<file path="src/rtl/hazard_scoreboard.sv">
// rtl/hazard_scoreboard.sv - decode-stage hazard scoreboard with per-register pending counts
// and shared multiplier occupancy tracking
typedef struct packed {
    logic dep_src2;
    logic dep_src1;
} bypass_t;

module hazard_scoreboard #(
    parameter int REG_FILE_LEN = 32,
    parameter int MUL_LATENCY  = 4,
    parameter int CNT_W        = 2
) (
    input  logic                            clk,
    input  logic                            rst,
    input  logic                            dec_valid,
    input  logic [$clog2(REG_FILE_LEN)-1:0] dec_src1,
    input  logic [$clog2(REG_FILE_LEN)-1:0] dec_src2,
    input  logic                            dec_uses_src1,
    input  logic                            dec_uses_src2,
    input  logic [$clog2(REG_FILE_LEN)-1:0] dec_dst,
    input  logic                            dec_wen,
    input  logic                            dec_is_mul,
    input  logic                            exe_valid,
    input  logic                            exe_wen,
    input  logic                            exe_ready,
    input  logic [$clog2(REG_FILE_LEN)-1:0] exe_dst,
    input  logic                            mem_valid,
    input  logic                            mem_wen,
    input  logic                            mem_ready,
    input  logic [$clog2(REG_FILE_LEN)-1:0] mem_dst,
    input  logic                            mem_stall,
    input  logic                            wb_valid,
    input  logic                            wb_wen,
    input  logic [$clog2(REG_FILE_LEN)-1:0] wb_dst,
    output logic                            stall_dec,
    output logic                            issue,
    output bypass_t                         exe_bypass,
    output bypass_t                         mem_bypass,
    output logic                            mul_busy,
    output logic [REG_FILE_LEN-1:0]         pending
);
    localparam int               IDX_W   = $clog2(REG_FILE_LEN);
    localparam logic [CNT_W-1:0] CNT_MAX = '1;
    localparam logic [3:0]       MUL_LAT = 4'(MUL_LATENCY);

    logic [CNT_W-1:0] cnt_q [REG_FILE_LEN];
    logic [CNT_W-1:0] cnt_d [REG_FILE_LEN];
    logic [3:0]       mul_cnt_q, mul_cnt_d;
    logic [IDX_W-1:0] mul_dst_q, mul_dst_d;

    logic s1_used, s2_used;
    logic exe_hit1, exe_hit2, mem_hit1, mem_hit2;
    logic raw1, raw2, wb_raw1, wb_raw2;
    logic struct_haz, waw_haz, sat_haz, hazard;
    logic mul_active, issue_int, inc_en, dec_en;

    always_comb begin
        s1_used  = dec_uses_src1 & (dec_src1 != '0);
        s2_used  = dec_uses_src2 & (dec_src2 != '0);
        exe_hit1 = s1_used & exe_valid & exe_wen & (exe_dst == dec_src1);
        exe_hit2 = s2_used & exe_valid & exe_wen & (exe_dst == dec_src2);
        // EXE holds the youngest producer, so it shadows any MEM match
        mem_hit1 = s1_used & mem_valid & mem_wen & (mem_dst == dec_src1) & ~exe_hit1;
        mem_hit2 = s2_used & mem_valid & mem_wen & (mem_dst == dec_src2) & ~exe_hit2;

        raw1 = s1_used & (cnt_q[dec_src1] != '0)
             & ~((exe_hit1 & exe_ready) | (mem_hit1 & mem_ready));
        raw2 = s2_used & (cnt_q[dec_src2] != '0)
             & ~((exe_hit2 & exe_ready) | (mem_hit2 & mem_ready));
        // register file write lands at the end of this cycle, too late for decode read
        wb_raw1 = s1_used & wb_valid & wb_wen & (wb_dst == dec_src1) & ~exe_hit1 & ~mem_hit1;
        wb_raw2 = s2_used & wb_valid & wb_wen & (wb_dst == dec_src2) & ~exe_hit2 & ~mem_hit2;

        mul_active = (mul_cnt_q != '0);
        struct_haz = dec_is_mul & mul_active;
        waw_haz    = dec_wen & (dec_dst != '0) & mul_active & (mul_dst_q == dec_dst);
        sat_haz    = dec_wen & (dec_dst != '0) & (cnt_q[dec_dst] == CNT_MAX);
        hazard     = raw1 | raw2 | wb_raw1 | wb_raw2 | struct_haz | waw_haz | sat_haz | mem_stall;

        issue_int = dec_valid & ~hazard;
        inc_en    = issue_int & dec_wen & (dec_dst != '0);
        dec_en    = wb_valid & wb_wen & (wb_dst != '0);
    end

    always_comb begin
        stall_dec           = ~rst & dec_valid & hazard;
        issue               = ~rst & issue_int;
        exe_bypass.dep_src1 = ~rst & exe_hit1;
        exe_bypass.dep_src2 = ~rst & exe_hit2;
        mem_bypass.dep_src1 = ~rst & mem_hit1;
        mem_bypass.dep_src2 = ~rst & mem_hit2;
        mul_busy            = ~rst & mul_active;
        pending             = '0;
        for (int r = 0; r < REG_FILE_LEN; r++) begin
            pending[r] = ~rst & (cnt_q[r] != '0);
        end
    end

    always_comb begin
        for (int r = 0; r < REG_FILE_LEN; r++) begin
            logic inc_r, dec_r;
            inc_r    = inc_en & (dec_dst == IDX_W'(r));
            dec_r    = dec_en & (wb_dst == IDX_W'(r));
            cnt_d[r] = cnt_q[r];
            if (inc_r & ~dec_r) begin
                cnt_d[r] = cnt_q[r] + 1'b1;
            end else if (dec_r & ~inc_r & (cnt_q[r] != '0)) begin
                cnt_d[r] = cnt_q[r] - 1'b1;
            end
        end

        mul_cnt_d = mul_cnt_q;
        mul_dst_d = mul_dst_q;
        if (issue_int & dec_is_mul) begin
            mul_cnt_d = MUL_LAT;
            mul_dst_d = dec_dst;
        end else if (mul_active) begin
            mul_cnt_d = mul_cnt_q - 1'b1;
        end
    end

    always_ff @(posedge clk) begin
        if (rst) begin
            for (int r = 0; r < REG_FILE_LEN; r++) begin
                cnt_q[r] <= '0;
            end
            mul_cnt_q <= '0;
            mul_dst_q <= '0;
        end else begin
            for (int r = 0; r < REG_FILE_LEN; r++) begin
                cnt_q[r] <= cnt_d[r];
            end
            mul_cnt_q <= mul_cnt_d;
            mul_dst_q <= mul_dst_d;
        end
    end

    // a writeback for a register with nothing outstanding means the pipeline lost track
    always_ff @(posedge clk) begin
        if (!rst && dec_en) begin
            assert (cnt_q[wb_dst] != '0);
        end
    end

endmodule

</file>
<file path="config.mk">
export PLATFORM = sky130hd
export DESIGN_NAME = hazard_scoreboard
export DESIGN_NICKNAME = d
export VERILOG_FILES = /design/src/rtl/hazard_scoreboard.sv
export SDC_FILE = /design/constraint.sdc
export NUM_CORES = 1
export LEC_CHECK = 0
export ABC_AREA = 1
export CELL_PAD_IN_SITES_DETAIL_PLACEMENT = 0
export CELL_PAD_IN_SITES_GLOBAL_PLACEMENT = 1
export CORE_MARGIN = 2
export CORE_UTILIZATION = 41
export DETAILED_ROUTE_END_ITERATION = 12
export PLACE_DENSITY_LB_ADDON = 0.1
export SLEW_MARGIN = 25
export SYNTH_ARGS = -nofsm -noshare
export SYNTH_HDL_FRONTEND = slang
export SYNTH_SLANG_ARGS = --single-unit
export TNS_END_PERCENT = 10
</file>
<file path="constraint.sdc">
create_clock -name clk -period 6.85 [get_ports clk]
set_clock_uncertainty 0.2 [all_clocks]
set_input_delay 0.685 -clock clk [delete_from_list [all_inputs] [get_ports clk]]
set_output_delay 0.685 -clock clk [all_outputs]
set_load 0.005 [all_outputs]
</file>
==> impl_metrics.prom <==
# TYPE chip_impl_metric gauge
chip_impl_info{name="run_status",value="completed"} 1
chip_impl_metric{name="drt_first_pass_iters",unit=""} 5
chip_impl_metric{name="power.leakage",unit="nW"} 3.33
chip_impl_metric{name="antenna_found_initial",unit=""} 2
chip_impl_metric{name="floorplan.rows",unit=""} 46
chip_impl_info{name="most_instantiated_library_cell_after_synthesis",value="sky130_fd_sc_hd__nand2_1"} 1
chip_impl_metric{name="die_h",unit="um"} 131
chip_impl_metric{name="detail_route.iter0.violations",unit=""} 866
chip_impl_metric{name="numCtsBuffers",unit=""} 9
chip_impl_metric{name="synth.yosys.seq_area_share",unit="%"} 22.1
chip_impl_metric{name="highest_clock_rate",unit="GHz"} 0.214
chip_impl_metric{name="synth.mux.area_fraction",unit="%"} 0
chip_impl_metric{name="yosysUniqueCellTypes",unit=""} 29
chip_impl_metric{name="fraction_of_the_mapped_netlist_area_in_compound_gates",unit="%"} 9.71
chip_impl_metric{name="groute.usage.overall",unit="%"} 31.3
chip_impl_metric{name="cts_setup_buffers",unit=""} 0
chip_impl_metric{name="cts_num_sinks",unit=""} 73
chip_impl_info{name="r2r_end",value="cnt_q[18][0]"} 1
chip_impl_metric{name="routed_wirelength",unit="mm"} 26.5
chip_impl_metric{name="synth_async_sr_flop_share",unit="%"} 0
chip_impl_metric{name="drt_drc_violations_left",unit=""} 0
chip_impl_metric{name="drive_above_1_share",unit="%"} 2.75
chip_impl_info{name="hold_path_class",value="register to register"} 1
chip_impl_metric{name="drt.antenna.violating_nets",unit=""} 0
chip_impl_metric{name="timing.reg2reg.worst_path_depth",unit=""} 15
chip_impl_metric{name="hpwlAfterDp",unit="mm"} 20.5
chip_impl_metric{name="vdd_drop_max",unit="V"} 0.000114
chip_impl_metric{name="final_min_period_over_clock_period",unit="%"} 68.3
chip_impl_metric{name="synth_warnings",unit=""} 0
chip_impl_metric{name="route.vias.total",unit=""} 8348
chip_impl_metric{name="pwr_density_cell",unit="mW/mm^2"} 157
chip_impl_metric{name="gp_congestion",unit=""} 0.951
chip_impl_metric{name="worst_skew_pair.late_latency",unit="ns"} 0.35
chip_impl_metric{name="mappedNetlistNets",unit=""} 1299
chip_impl_metric{name="synth_fa_ha_area_share",unit="%"} 0.378
chip_impl_info{name="crit_end",value="issue"} 1
chip_impl_info{name="worst_setup_startpoint",value="dec_dst[4]"} 1
chip_impl_info{name="largest_family_of_logic_cells_by_synthesized_area",value="simple AND/OR/NAND/NOR gates"} 1
chip_impl_info{name="critical_path_start_type",value="primary input"} 1
chip_impl_metric{name="core",unit="sq mm"} 0.0158
chip_impl_info{name="clock-root-buffer",value="sky130_fd_sc_hd__clkbuf_16"} 1
chip_impl_metric{name="cap_violations",unit=""} 0
chip_impl_metric{name="port_buffers",unit=""} 84
chip_impl_metric{name="filler_cell_count",unit=""} 1772
chip_impl_info{name="post_synth_main_area_contributors",value="sky130_fd_sc_hd__dfxtp_1 (22%), sky130_fd_sc_hd__nand2_1 (15%), sky130_fd_sc_hd__nor2_1 (15%)"} 1
chip_impl_metric{name="synth_top_cell_area_share",unit="%"} 22.1
chip_impl_metric{name="finalCriticalPeriod",unit="ns"} 4.68
chip_impl_metric{name="max-slew-margin-rel",unit="%"} 46.0
chip_impl_metric{name="synth_area_per_cell",unit="sq um"} 5.29
chip_impl_info{name="cts_tree",value="built"} 1
chip_impl_info{name="criticalPathCategory",value="primary input to output port"} 1
chip_impl_metric{name="gr-total-overflow",unit=""} 0
chip_impl_metric{name="synth_xor_area_share",unit="%"} 1.72
chip_impl_metric{name="post_cts_resized",unit=""} 0
chip_impl_metric{name="synth.ff_latch_count",unit=""} 73
chip_impl_metric{name="numPlacedInstances",unit=""} 1511
chip_impl_metric{name="setup_viol",unit=""} 0
chip_impl_metric{name="maxSlewViolCount",unit=""} 0
chip_impl_metric{name="wl_per_cell",unit="um"} 17.4
chip_impl_metric{name="finalHoldViolations",unit=""} 0
chip_impl_metric{name="die-area",unit="sq mm"} 0.0172
chip_impl_metric{name="cts.htree.levels",unit=""} 3
chip_impl_metric{name="timing_worst_slew_pin_value",unit="ns"} 0.808
chip_impl_metric{name="setup_total_negative_slack",unit="ns"} 0
chip_impl_metric{name="floorplan.initialDensity",unit="%"} 41.8
chip_impl_metric{name="cts-hold-fix-buffers",unit=""} 0
chip_impl_metric{name="rrSetupSlack",unit="ns"} 3.37
chip_impl_metric{name="design.final.nets",unit=""} 1354
chip_impl_info{name="grt_setup_unrepaired",value="no"} 1
chip_impl_metric{name="clk_pin_slew_worst_paths",unit="ns"} 0.06
chip_impl_metric{name="synthToLayoutAreaGrowth",unit="%"} 19.6
chip_impl_info{name="synth_top_cells_by_count",value="sky130_fd_sc_hd__nand2_1 (269), sky130_fd_sc_hd__nor2_1 (259), sky130_fd_sc_hd__inv_1 (179), sky130_fd_sc_hd__nand3_1 (163), sky130_fd_sc_hd__a21oi_1 (83)"} 1
chip_impl_metric{name="synth-edff-count",unit=""} 0
chip_impl_metric{name="routed_via_density",unit=""} 5.46
chip_impl_metric{name="finalNonFillerCells",unit=""} 1529
chip_impl_info{name="rr_startpoint",value="cnt_q[23][1]"} 1
chip_impl_info{name="leading_area_contributor_after_synthesis",value="sky130_fd_sc_hd__dfxtp_1"} 1
chip_impl_metric{name="worst_ep_arrival_time",unit="ns"} 3.80
chip_impl_metric{name="synthesis.area",unit="sq mm"} 0.00662
chip_impl_metric{name="synth_simple_gate_area_share",unit="%"} 52.2
chip_impl_metric{name="synthCells",unit=""} 1251
chip_impl_metric{name="cp_max_fo",unit=""} 33
chip_impl_metric{name="grt_first_pass_wirelength",unit="mm"} 40.6
chip_impl_metric{name="number_of_global_route_vias_before_repair",unit=""} 7317
chip_impl_metric{name="largest_net_degree_at_the_start_of_global_routing",unit=""} 70
chip_impl_metric{name="chipWidth",unit="um"} 131
chip_impl_metric{name="ios",unit=""} 85
chip_impl_metric{name="cts_max_path_buffers",unit=""} 2
chip_impl_info{name="setup.worst_path.end_class",value="output port"} 1
chip_impl_metric{name="cp_data_required_time",unit="ns"} 5.96
chip_impl_info{name="dominantRegCellSynth",value="sky130_fd_sc_hd__dfxtp_1"} 1
-- cell usage in the layout, fill, tap and decap left out, types with 6 or more instances in the layout --
master	n
sky130_fd_sc_hd__a21oi_1	83
sky130_fd_sc_hd__buf_4	7
sky130_fd_sc_hd__clkbuf_16	9
sky130_fd_sc_hd__clkdlybuf4s50_1	83
sky130_fd_sc_hd__dfxtp_1	73
sky130_fd_sc_hd__inv_1	179
sky130_fd_sc_hd__nand2_1	269
sky130_fd_sc_hd__nand3_1	163
sky130_fd_sc_hd__nand4_1	68
sky130_fd_sc_hd__nor2_1	258
sky130_fd_sc_hd__nor3_1	34
sky130_fd_sc_hd__o21ai_0	32
sky130_fd_sc_hd__o21ai_1	6
sky130_fd_sc_hd__xnor2_1	6
sky130_fd_sc_hd__xor2_1	7
-- routing by layer --
layer | up-vias | part of all wire [%] | track usage (%)
met5 | - | 0 | 0
met4 | 0 | 4.0 | 12.8
met3 | 64 | 9.1 | 6.82
met1 | 3763 | 44 | 42.1
met2 | 386 | 43 | 48.6
li1 | 4135 | - | -
-- how the worst min path moves through the flow --
stage	slack [ns]	from	cells after the start	end
2_1_floorplan	0.24	cnt_q[14][1]	2	cnt_q[14][1]
3_3_place_gp	0.27	cnt_q[14][1]	2	cnt_q[14][1]
3_5_place_dp	0.27	cnt_q[9][1]	2	cnt_q[9][1]
4_1_cts	0.28	cnt_q[14][1]	2	cnt_q[14][1]
5_1_grt	0.30	cnt_q[31][1]	2	cnt_q[31][1]
6_report	0.28	cnt_q[14][1]	2	cnt_q[14][1]
-- critical path: stages --
cell and delay (ns):
sky130_fd_sc_hd__clkdlybuf4s50_1 0.39, sky130_fd_sc_hd__buf_4 0.21, sky130_fd_sc_hd__inv_1 0.49, sky130_fd_sc_hd__nand3_1 0.16, sky130_fd_sc_hd__nand2_1 0.16, sky130_fd_sc_hd__inv_2 0.27
sky130_fd_sc_hd__nand3_1 0.18, sky130_fd_sc_hd__nand3_1 0.10, sky130_fd_sc_hd__nand3b_1 0.16, sky130_fd_sc_hd__nor2_1 0.10, sky130_fd_sc_hd__nand4_1 0.17, sky130_fd_sc_hd__nor2_1 0.17
sky130_fd_sc_hd__clkdlybuf4s50_1 0.52
-- flip-flops by register name, summed over array words and instances (netlist names) --
signal and cells:
mul_cnt_q 4, cnt_q 64, mul_dst_q 5
-- through the flow --
step	hold slack [ns]	util [%]	power (mW)	instance area [sq um]	setup WS (ns)
floorplan	0.238	-	0.614	6620	3.85
global placement	0.267	47.9	0.707	7590	2.21
detailed placement	0.271	47.9	0.707	7590	2.19
CTS	0.278	50.0	1.24	7910	2.18
global route	0.300	50.0	1.29	7910	1.95
finish	0.285	50.0	1.24	7920	2.17
-- report_power, final --
part	leakage (nW)	internal [mW]	switching, mW
combinational	2.58	0.0870	0.174
sequential	0.589	0.435	0.00574
clock	0.162	0.324	0.217
-- area by class of cell --
type                       instances  area, sq um  area share, %
antenna                            2         5.00         0.0632
clock buffer                       9          225           2.84
clock inverter                     7          103           1.30
inverter                         186          698           8.82
multi-input combinational        944         4250           53.6
sequential                        73         1460           18.5
tap                              216          270           3.41
timing repair buffer              92          908           11.5
-- kinds of logic after synthesis --
kind of cell,count (synthesis)
flip-flops,73
adder cells (fa/ha/maj),2
buffers and inverters,234
AO/OA/AOI/OAI,126
AND/OR/NAND/NOR,803
XOR/XNOR,13
Note: power is estimated with default switching activity, not from simulation.
